[src/rtl/warp_barrier_unit.sv]
// Per-core warp barrier tracker: parks arriving warps per barrier id, releases them on
// local completion, and forwards global barriers to the cluster once all active warps arrive.
module warp_barrier_unit #(
    parameter int NUM_WARPS    = 4,
    parameter int NUM_BARRIERS = 4,
    parameter int NUM_CORES    = 4,
    localparam int NW_BITS = (NUM_WARPS > 1) ? $clog2(NUM_WARPS) : 1,
    localparam int NB_BITS = (NUM_BARRIERS > 1) ? $clog2(NUM_BARRIERS) : 1,
    localparam int NC_BITS = (NUM_CORES > 1) ? $clog2(NUM_CORES) : 1,
    localparam int SIZE_W  = (NW_BITS > NC_BITS) ? NW_BITS : NC_BITS
) (
    input  logic                 clk,
    input  logic                 reset,
    input  logic                 bar_req_valid,
    output logic                 bar_req_ready,
    input  logic [NW_BITS-1:0]   bar_req_wid,
    input  logic [NB_BITS-1:0]   bar_req_id,
    input  logic                 bar_req_is_global,
    input  logic [SIZE_W-1:0]    bar_req_size_m1,
    input  logic [NUM_WARPS-1:0] active_warps,
    output logic [NUM_WARPS-1:0] stalled_warps,
    output logic                 release_valid,
    output logic [NUM_WARPS-1:0] release_wmask,
    output logic                 gbar_req_valid,
    input  logic                 gbar_req_ready,
    output logic [NB_BITS-1:0]   gbar_req_id,
    output logic [SIZE_W-1:0]    gbar_req_size_m1,
    input  logic                 gbar_rsp_valid,
    input  logic [NB_BITS-1:0]   gbar_rsp_id
);
    localparam int CNT_W = NW_BITS + 1;
    localparam int CMP_W = (CNT_W > SIZE_W) ? CNT_W : SIZE_W;

    logic [NUM_WARPS-1:0] wait_mask [NUM_BARRIERS];
    logic [CNT_W-1:0]     count     [NUM_BARRIERS];
    logic [SIZE_W-1:0]    size_m1   [NUM_BARRIERS];
    logic [NUM_BARRIERS-1:0] is_global;
    logic [NUM_BARRIERS-1:0] gsent;

    logic [NUM_WARPS-1:0] nxt_mask  [NUM_BARRIERS];
    logic [CNT_W-1:0]     nxt_count [NUM_BARRIERS];
    logic [SIZE_W-1:0]    nxt_size  [NUM_BARRIERS];
    logic [NUM_BARRIERS-1:0] nxt_global;
    logic [NUM_BARRIERS-1:0] nxt_gsent;
    logic [NUM_WARPS-1:0] rel_mask;
    logic [NUM_WARPS-1:0] stall_nxt;
    logic [NUM_WARPS-1:0] new_bit;
    logic [NUM_WARPS-1:0] merged;
    logic [SIZE_W-1:0]    eff_size;
    logic                 accept;
    logic                 load_gbar;
    logic                 dup_arrival;
    logic                 idle_rsp;

    // Handshakes are valid/ready: a transfer happens on any edge where both are high;
    // a source holds its payload stable while valid is high and ready is low.
    // Arrivals stall while a global send is pending, so only one is ever outstanding.
    assign bar_req_ready = !reset && !gbar_req_valid;
    assign accept        = bar_req_valid && bar_req_ready;
    assign new_bit       = NUM_WARPS'(1) << bar_req_wid;

    always_comb begin
        nxt_mask    = wait_mask;
        nxt_count   = count;
        nxt_size    = size_m1;
        nxt_global  = is_global;
        nxt_gsent   = gsent;
        rel_mask    = '0;
        load_gbar   = 1'b0;
        dup_arrival = 1'b0;
        idle_rsp    = 1'b0;
        merged      = '0;
        eff_size    = '0;
        stall_nxt   = '0;

        // The response clear comes first so a same-cycle arrival opens a new episode.
        if (gbar_rsp_valid) begin
            if (gsent[gbar_rsp_id]) begin
                rel_mask                 = rel_mask | nxt_mask[gbar_rsp_id];
                nxt_mask[gbar_rsp_id]    = '0;
                nxt_count[gbar_rsp_id]   = '0;
                nxt_global[gbar_rsp_id]  = 1'b0;
                nxt_gsent[gbar_rsp_id]   = 1'b0;
            end else begin
                idle_rsp = 1'b1;
            end
        end

        if (accept) begin
            eff_size = (nxt_mask[bar_req_id] == '0) ? bar_req_size_m1 : nxt_size[bar_req_id];
            merged   = nxt_mask[bar_req_id] | new_bit;
            if ((nxt_mask[bar_req_id] & new_bit) != '0) begin
                dup_arrival = 1'b1;
            end else if (!bar_req_is_global) begin
                if (CMP_W'(nxt_count[bar_req_id]) == CMP_W'(eff_size)) begin
                    rel_mask              = rel_mask | merged;
                    nxt_mask[bar_req_id]  = '0;
                    nxt_count[bar_req_id] = '0;
                end else begin
                    nxt_mask[bar_req_id]  = merged;
                    nxt_count[bar_req_id] = nxt_count[bar_req_id] + CNT_W'(1);
                    nxt_size[bar_req_id]  = eff_size;
                end
            end else begin
                nxt_mask[bar_req_id]   = merged;
                nxt_global[bar_req_id] = 1'b1;
                nxt_size[bar_req_id]   = eff_size;
                if (((merged & active_warps) == active_warps) && !nxt_gsent[bar_req_id]) begin
                    load_gbar             = 1'b1;
                    nxt_gsent[bar_req_id] = 1'b1;
                end
            end
        end

        for (int b = 0; b < NUM_BARRIERS; b++) begin
            stall_nxt = stall_nxt | nxt_mask[b];
        end
    end

    always_ff @(posedge clk) begin
        if (reset) begin
            for (int b = 0; b < NUM_BARRIERS; b++) begin
                wait_mask[b] <= '0;
                count[b]     <= '0;
                size_m1[b]   <= '0;
            end
            is_global        <= '0;
            gsent            <= '0;
            stalled_warps    <= '0;
            release_valid    <= 1'b0;
            release_wmask    <= '0;
            gbar_req_valid   <= 1'b0;
            gbar_req_id      <= '0;
            gbar_req_size_m1 <= '0;
        end else begin
            wait_mask     <= nxt_mask;
            count         <= nxt_count;
            size_m1       <= nxt_size;
            is_global     <= nxt_global;
            gsent         <= nxt_gsent;
            stalled_warps <= stall_nxt;
            release_valid <= (rel_mask != '0);
            release_wmask <= rel_mask;
            if (load_gbar) begin
                gbar_req_valid   <= 1'b1;
                gbar_req_id      <= bar_req_id;
                gbar_req_size_m1 <= eff_size;
            end else if (gbar_req_valid && gbar_req_ready) begin
                gbar_req_valid <= 1'b0;
            end
            assert (!dup_arrival) else $warning("duplicate barrier arrival dropped");
            assert (!idle_rsp) else $warning("cluster barrier response for idle id ignored");
        end
    end
endmodule

[config.mk]
export PLATFORM = sky130hd
export DESIGN_NAME = warp_barrier_unit
export DESIGN_NICKNAME = d
export VERILOG_FILES = /design/src/rtl/warp_barrier_unit.sv
export SDC_FILE = /design/constraint.sdc
export NUM_CORES = 1
export LEC_CHECK = 0
export ABC_AREA = 0
export CAP_MARGIN = 25
export CORE_MARGIN = 5
export CORE_UTILIZATION = 40
export DETAILED_ROUTE_END_ITERATION = 10
export DONT_BUFFER_PORTS = 1
export PLACE_DENSITY = 0.52
export SETUP_SLACK_MARGIN = 0.2
export SYNTH_ARGS = -nofsm -noshare
export SYNTH_HDL_FRONTEND = slang
export SYNTH_SLANG_ARGS = --single-unit
export TNS_END_PERCENT = 1
[constraint.sdc]
create_clock -name clk -period 8.05 [get_ports clk]
set_input_delay 0.805 -clock clk [delete_from_list [all_inputs] [get_ports clk]]
set_output_delay 0.805 -clock clk [all_outputs]
set_load 0.005 [all_outputs]
Word-level counts from Yosys, hierarchy flattened:

Cells that the tools add are included.
W data, S select, Z words.

* bits in registers: 54
* input bits: 18
* output and inout bits: 15
* word-level logic and storage cells: 136

* $add $sub $neg: 1
* $lt $le $gt $ge: 8
* equal/unequal tests: 3
* shift operators: 1
* muxes and demuxes: 67
* bitwise operators: 21
* reduce and logical (&&, ||, !) cells: 16

Operators with widths (number)
* $mux W16: 6
* $mux W12: 6
* $mux W4: 18
* $and A16 B16 Y16: 2
* $not A16 Y16: 2
* $and A12 B12 Y12: 2
* $not A12 Y12: 2
* $or A4 B4 Y4: 6
* $bmux W4 S2: 2
* $bwmux W16: 1
* $demux W4 S2: 2
* $mux W8: 2
* $and A4 B4 Y4: 3
* $bwmux W12: 1
* $demux W3 S2: 2
* $mux W3: 4
* $mux W1: 10
* $mux W2: 5
* $bwmux W8: 1
* $logic_and A1 B1 Y1: 8
* $reduce_bool A4 Y1: 2
* $bmux W3 S2: 1
* $ge A3 B3 Y1 const B: 2
* $lt A2 B3 Y1 const B: 2
* 18 further kinds: 25

Logic depth before layout (Yosys ltp):

* word-level depth: 22
* depth in mapped cells: 12
* depth with buffers taken out: 9

Worst setup path before layout:

Ideal clock, no wire load.

* path type: input to register
* start: input gbar_rsp_valid
* end: register release_wmask[0]
* setup time: 0.070 ns
* data arrival time: 3.438 ns
* data required time: 7.980 ns
* setup slack: 4.541 ns
* cell stages on the path: 12
* path buffers: 3
* cell sequence: buf_4 nand4b_1 and2_1 clkbuf_1 a221oi_1 nand4_1 mux2_4 xor2_2 or3_1 buf_2 or3_1 a21oi_1

* word-level cells in the longest chain between the ends: 11
* elaborated cells on any way between the ends: 20
* classes of those cells: eq/ne (1); mux (14); bitwise (3); reduce/logical (2)

Ends and longest elaborated chain
* from (decl): line 28 `input logic gbar_rsp_valid,`
* $mux W16: line 77 `if (gbar_rsp_valid) begin`
* $bmux W4 S2: line 90, 91, 92
* $mux W4 (implied by the code) (2 in a row): line 90, 91, 92
* $logic_not A4 Y1: line 90 `eff_size = (nxt_mask[bar_req_id] == '0) ? bar_req_size_m1 : nxt_size[bar_req_id];`
* $mux W2: line 90
* $eq A3 B2 Y1: line 95 `if (CMP_W'(nxt_count[bar_req_id]) == CMP_W'(eff_size)) begin`
* $mux W4: line 95
* $mux W4: line 94 `end else if (!bar_req_is_global) begin`
* $mux W4: line 92 `if ((nxt_mask[bar_req_id] & new_bit) != '0) begin`
* $mux W4 (*): line 89 `if (accept) begin`
* to (signal assigned): line 143 `release_wmask <= rel_mask;`
* to (decl): line 23 `output logic [NUM_WARPS-1:0] release_wmask,`

Every way passes the cells marked *; elsewhere a longest branch is shown, timed or not. The select of a mux whose other input is x is not followed.
A chain may end at the register's enable or synchronous reset.

Worst setup path after layout:

* start: input gbar_rsp_id[1]
* end: register stalled_warps[2]

* word-level cells in the longest chain between the ends: 22
* elaborated cells on any way between the ends: 39
* classes of those cells: order compare (2); eq/ne (1); mux (22); bitwise (11); reduce/logical (3)

Ends and longest elaborated chain
* from (decl): line 29 `input logic [NB_BITS-1:0] gbar_rsp_id`
* $not A2 Y3 (implied by the code): line 80, 81
* $ge A3 B3 Y1 (implied by the code) / $lt A3 B1 Y1 (equally long branches): line 80, 81
* $logic_and A1 B1 Y1 (implied by the code): line 80, 81
* $mux W4 (implied by the code): line 80 `nxt_mask[gbar_rsp_id] = '0;`
* $demux W4 S2: line 80
* $not A16 Y16 (no line)
* $and A16 B16 Y16 (no line)
* $mux W16: line 78 `if (gsent[gbar_rsp_id]) begin`
* [... 5 more ...]
* $mux W2: line 90
* $eq A3 B2 Y1: line 95
* $mux W16: line 95
* $mux W16: line 94
* $mux W16: line 92
* $mux W16 (*): line 89
* $or A4 B4 Y4 (2 in a row): line 116 `stall_nxt = stall_nxt | nxt_mask[b];`
* $or A4 B4 Y4 (*): line 116
* to (signal assigned): line 141 `stalled_warps <= stall_nxt;`
* to (decl): line 21 `output logic [NUM_WARPS-1:0] stalled_warps,`

Marks and branches as above.

==> results by group <==
Final layout
  • Fillers: 738
  • Most frequent cells in the layout: 54 x dfxtp_1, 33 x nand2_1, 30 x a21oi_1
  • ANT cells: 0
  • Multi-input gate area: 1680 sq um
  • Layout area overhead: 4.26%
  • # nets final: 347
  • Layout cells sized above 1: 0.122
  • Reg area: 1080 sq um
  • Commonest non-fill, non-tap cell in the layout: dfxtp_1
  • Util after Layout: 0.422

Placement
  • GPL Wtd Cong: 0.944
  • IO buf count: 0
  • DP Wirelength: 6.39 mm

Run
  • Max-cap violations: 0

Synth
  • Compound-Gate Fraction of Synth Area: 0.202
  • Post-Syn Area: 2910 sq um
  • XOR/XNOR Fraction of Synth Area: 0.00861
  • Post-synth EDFFs: 0
  • YS warnings: 0
  • Synth Area in Simple Gates: 0.275
  • Post-Syn Instances: 341
  • Mux share of post-synthesis cell area: 0.0878
  • Predominant post-synthesis flop cell: dfxtp_1
  • Fraction of registers with async set or reset after synthesis: 0
  • Yosys reg bits: 54
  • Register area share after synthesis: 0.372
  • Distinct cells, synth: 60
  • Syn_area_per_cell: 8.53 sq um
  • Syn Nets: 360
  • Largest family of logic cells by synthesized area: simple AND/OR/NAND/NOR gates
  • Post-Synth Adder-Cell Area: 0.00430

GRT
  • Initial antenna violation count: 0
  • Met1 usage: 0.270
  • Number of global-route vias before repair: 2494
  • GR Util All Layers: 0.201
  • Grt total ovfl: 0
  • Grt peak-use layer: met2
  • Largest net degree at the start of global routing: 53
  • M2 GR Usage: 0.309
  • Grt met3 use: 0.0600
  • First-pass GRT wire length: 13.8 mm

Route
  • Initial DRC count: 252
  • DRC: 0
  • Total number of vias: 2677
  • Final ANT Viol Nets: 0
  • DRT Pass-1 Iters: 5
  • Vias/cell: 6.28
  • Wire per inst: 20.8 um
  • WL final: 8.87 mm

Worst setup path
  • Critical path destination: stalled_warps[2]
  • Crit path DAT: 4.22 ns
  • R2r setup slk: 4.21 ns
  • CP startpoint kind: primary input
  • CP max FO: 15
  • Setup Crit Path Kind: primary input to flip-flop
  • Worst endpoint required time: 8.23 ns
  • Crit. End Element: flip-flop
  • Worst reg2reg startpoint: gsent[1]
  • Worst Reg2Reg Path Length in Cells: 9
  • RR Endpoint: stalled_warps[2]
  • Crit path from: gbar_rsp_id[1]

Timing
  • Relative slew margins: 0.474
  • Worst-margin pin slew: 0.783 ns
  • Number of setup violations in the final report: 0
  • RSZ-0062 raised after global routing: no
  • Fmax: 0.247 GHz
  • Clock Skew: 0.00809 ns
  • Final hold vios: 0
  • Tcrit/Tclk final: 0.502
  • Max-slew violations: 0
  • Min cycle time layout: 4.04 ns
  • Total negative setup slack: 0 ns

Clock tree
  • Reg clk slew, reported paths: 0.09 ns
  • Hold buffers post-CTS: 0
  • Worst-Skew Late Latency: 0.30 ns
  • Post-cts sizing count: 0
  • Longest Clk Path Bufs: 2
  • Htree depth: 2
  • CTS root buffer: clkbuf_8
  • Clk sinks: 54
  • CTS tree: yes
  • CTS Buf Count: 5
  • Post CTS Setup Buffer Count: 0

Floorplanning
  • Chip width: 95.3 um
  • Initial Util: 0.405
  • Row count: 31
  • Die height: 95.3 um
  • Core area: 7180 sq um
  • Die area: 9070 sq um
  • I/O Pins: 33

Power
  • VDD IR-drop max: 0.0000664 V
  • Pwr Density: 156 nW/um^2
  • LEAKAGE: 0.993 nW

Status
  • Status: completed

Worst hold path
  • Hold Crit Class: flip-flop to flip-flop
  • Min-delay src: count[7]
sequential cells by signal (all words and copies together) (netlist names):
| register | cells |
|---|---|
| count | 12 |
| gbar_req_id | 2 |
| gbar_req_size_m1 | 2 |
| gbar_req_valid | 1 |
| gsent | 4 |
| release_valid | 1 |
| release_wmask | 4 |
| size_m1 | 8 |
| stalled_warps | 4 |
| wait_mask | 16 |
power breakdown:
part / switching [mW] / leakage (nW) / internal, mW
sequential: 0.00347 / 0.436 / 0.272
clock: 0.0835 / 0.0431 / 0.0666
combinational: 0.0300 / 0.513 / 0.0176
logic make-up (layout without fill, tap and decap cells):
kind of cell,count (synthesis),count (layout)
AO/OA/AOI/OAI,88,88
buffers and inverters,33,19
multiplexers,13,13
XOR/XNOR,2,2
flip-flops,54,54
adder cells (fa/ha/maj),1,1
AND/OR/NAND/NOR,150,150
routing by layer:
layer | vias to the layer above | share of wire
li1 | 1246 | -
met1 | 1261 | 0.42
met2 | 156 | 0.45
met3 | 14 | 0.11
met4 | 0 | 0.015
met5 | - | 0
worst min-delay path by stage:
stage          slack [ns]  cells past startpoint         to
2_1_floorplan        0.44                      2  count[11]
3_3_place_gp         0.45                      2   count[7]
3_5_place_dp         0.45                      2   count[7]
4_1_cts              0.46                      2   count[7]
5_1_grt              0.48                      2   count[7]
6_report             0.47                      2   count[7]
critical path: stages:
cell and delay, ns:
nand4b_1 0.49, and2_1 0.41, a221oi_1 0.43, nand4_1 0.31, mux2_4 0.42, xor2_2 0.20
o311ai_0 0.70, o32ai_1 0.22, nand4bb_1 0.22
through the flow:
stage	hold slack (ns)	setup slack [ns]	instance area [sq um]	total power [mW]	cells
finish	0.470	4.01	3030	0.473	426
global route	0.483	3.76	3030	0.493	426
CTS	0.465	3.91	3020	0.475	425
detailed placement	0.452	3.62	2940	0.328	419
global placement	0.452	3.77	2940	0.328	419
floorplan	0.443	4.54	2910	0.324	341
synth_stat cells, types with 2 or more instances:
cell type | number | area share
a2bb2oi_1 | 2 | 0.0060
o31ai_1 | 2 | 0.0052
nor3_1 | 16 | 0.028
buf_1 | 3 | 0.0039
o22ai_1 | 11 | 0.024
or3b_2 | 5 | 0.015
mux2_2 | 3 | 0.012
or3b_1 | 2 | 0.0060
nand4_1 | 4 | 0.0086
o32ai_1 | 3 | 0.0090
buf_2 | 3 | 0.0052
o21ai_0 | 9 | 0.015
and2_1 | 4 | 0.0086
a31oi_1 | 4 | 0.0086
nand4bb_1 | 2 | 0.0077
or2_2 | 10 | 0.022
o2bb2a_1 | 2 | 0.0069
nand2b_1 | 4 | 0.0086
a221oi_1 | 4 | 0.012
or3_1 | 6 | 0.013
nand3_1 | 28 | 0.048
a21boi_0 | 5 | 0.013
clkbuf_1 | 14 | 0.018
nand4b_1 | 2 | 0.0060
nand2_1 | 33 | 0.043
nor2_1 | 21 | 0.027
dfxtp_1 | 54 | 0.37
a32oi_1 | 4 | 0.012
inv_1 | 10 | 0.013
buf_6 | 2 | 0.0077
nor2b_1 | 4 | 0.0086
mux4_2 | 8 | 0.062
a21oi_1 | 30 | 0.052
area by class of cell:
type,instances,area share
flip-flops and latches,54,0.357
multi-input cells,254,0.554
well taps,99,0.0409
inverters,10,0.0124
clock buffers,6,0.0272
repair buffers,3,0.00867
No activity file was read; power rests on OpenSTA's default activity.
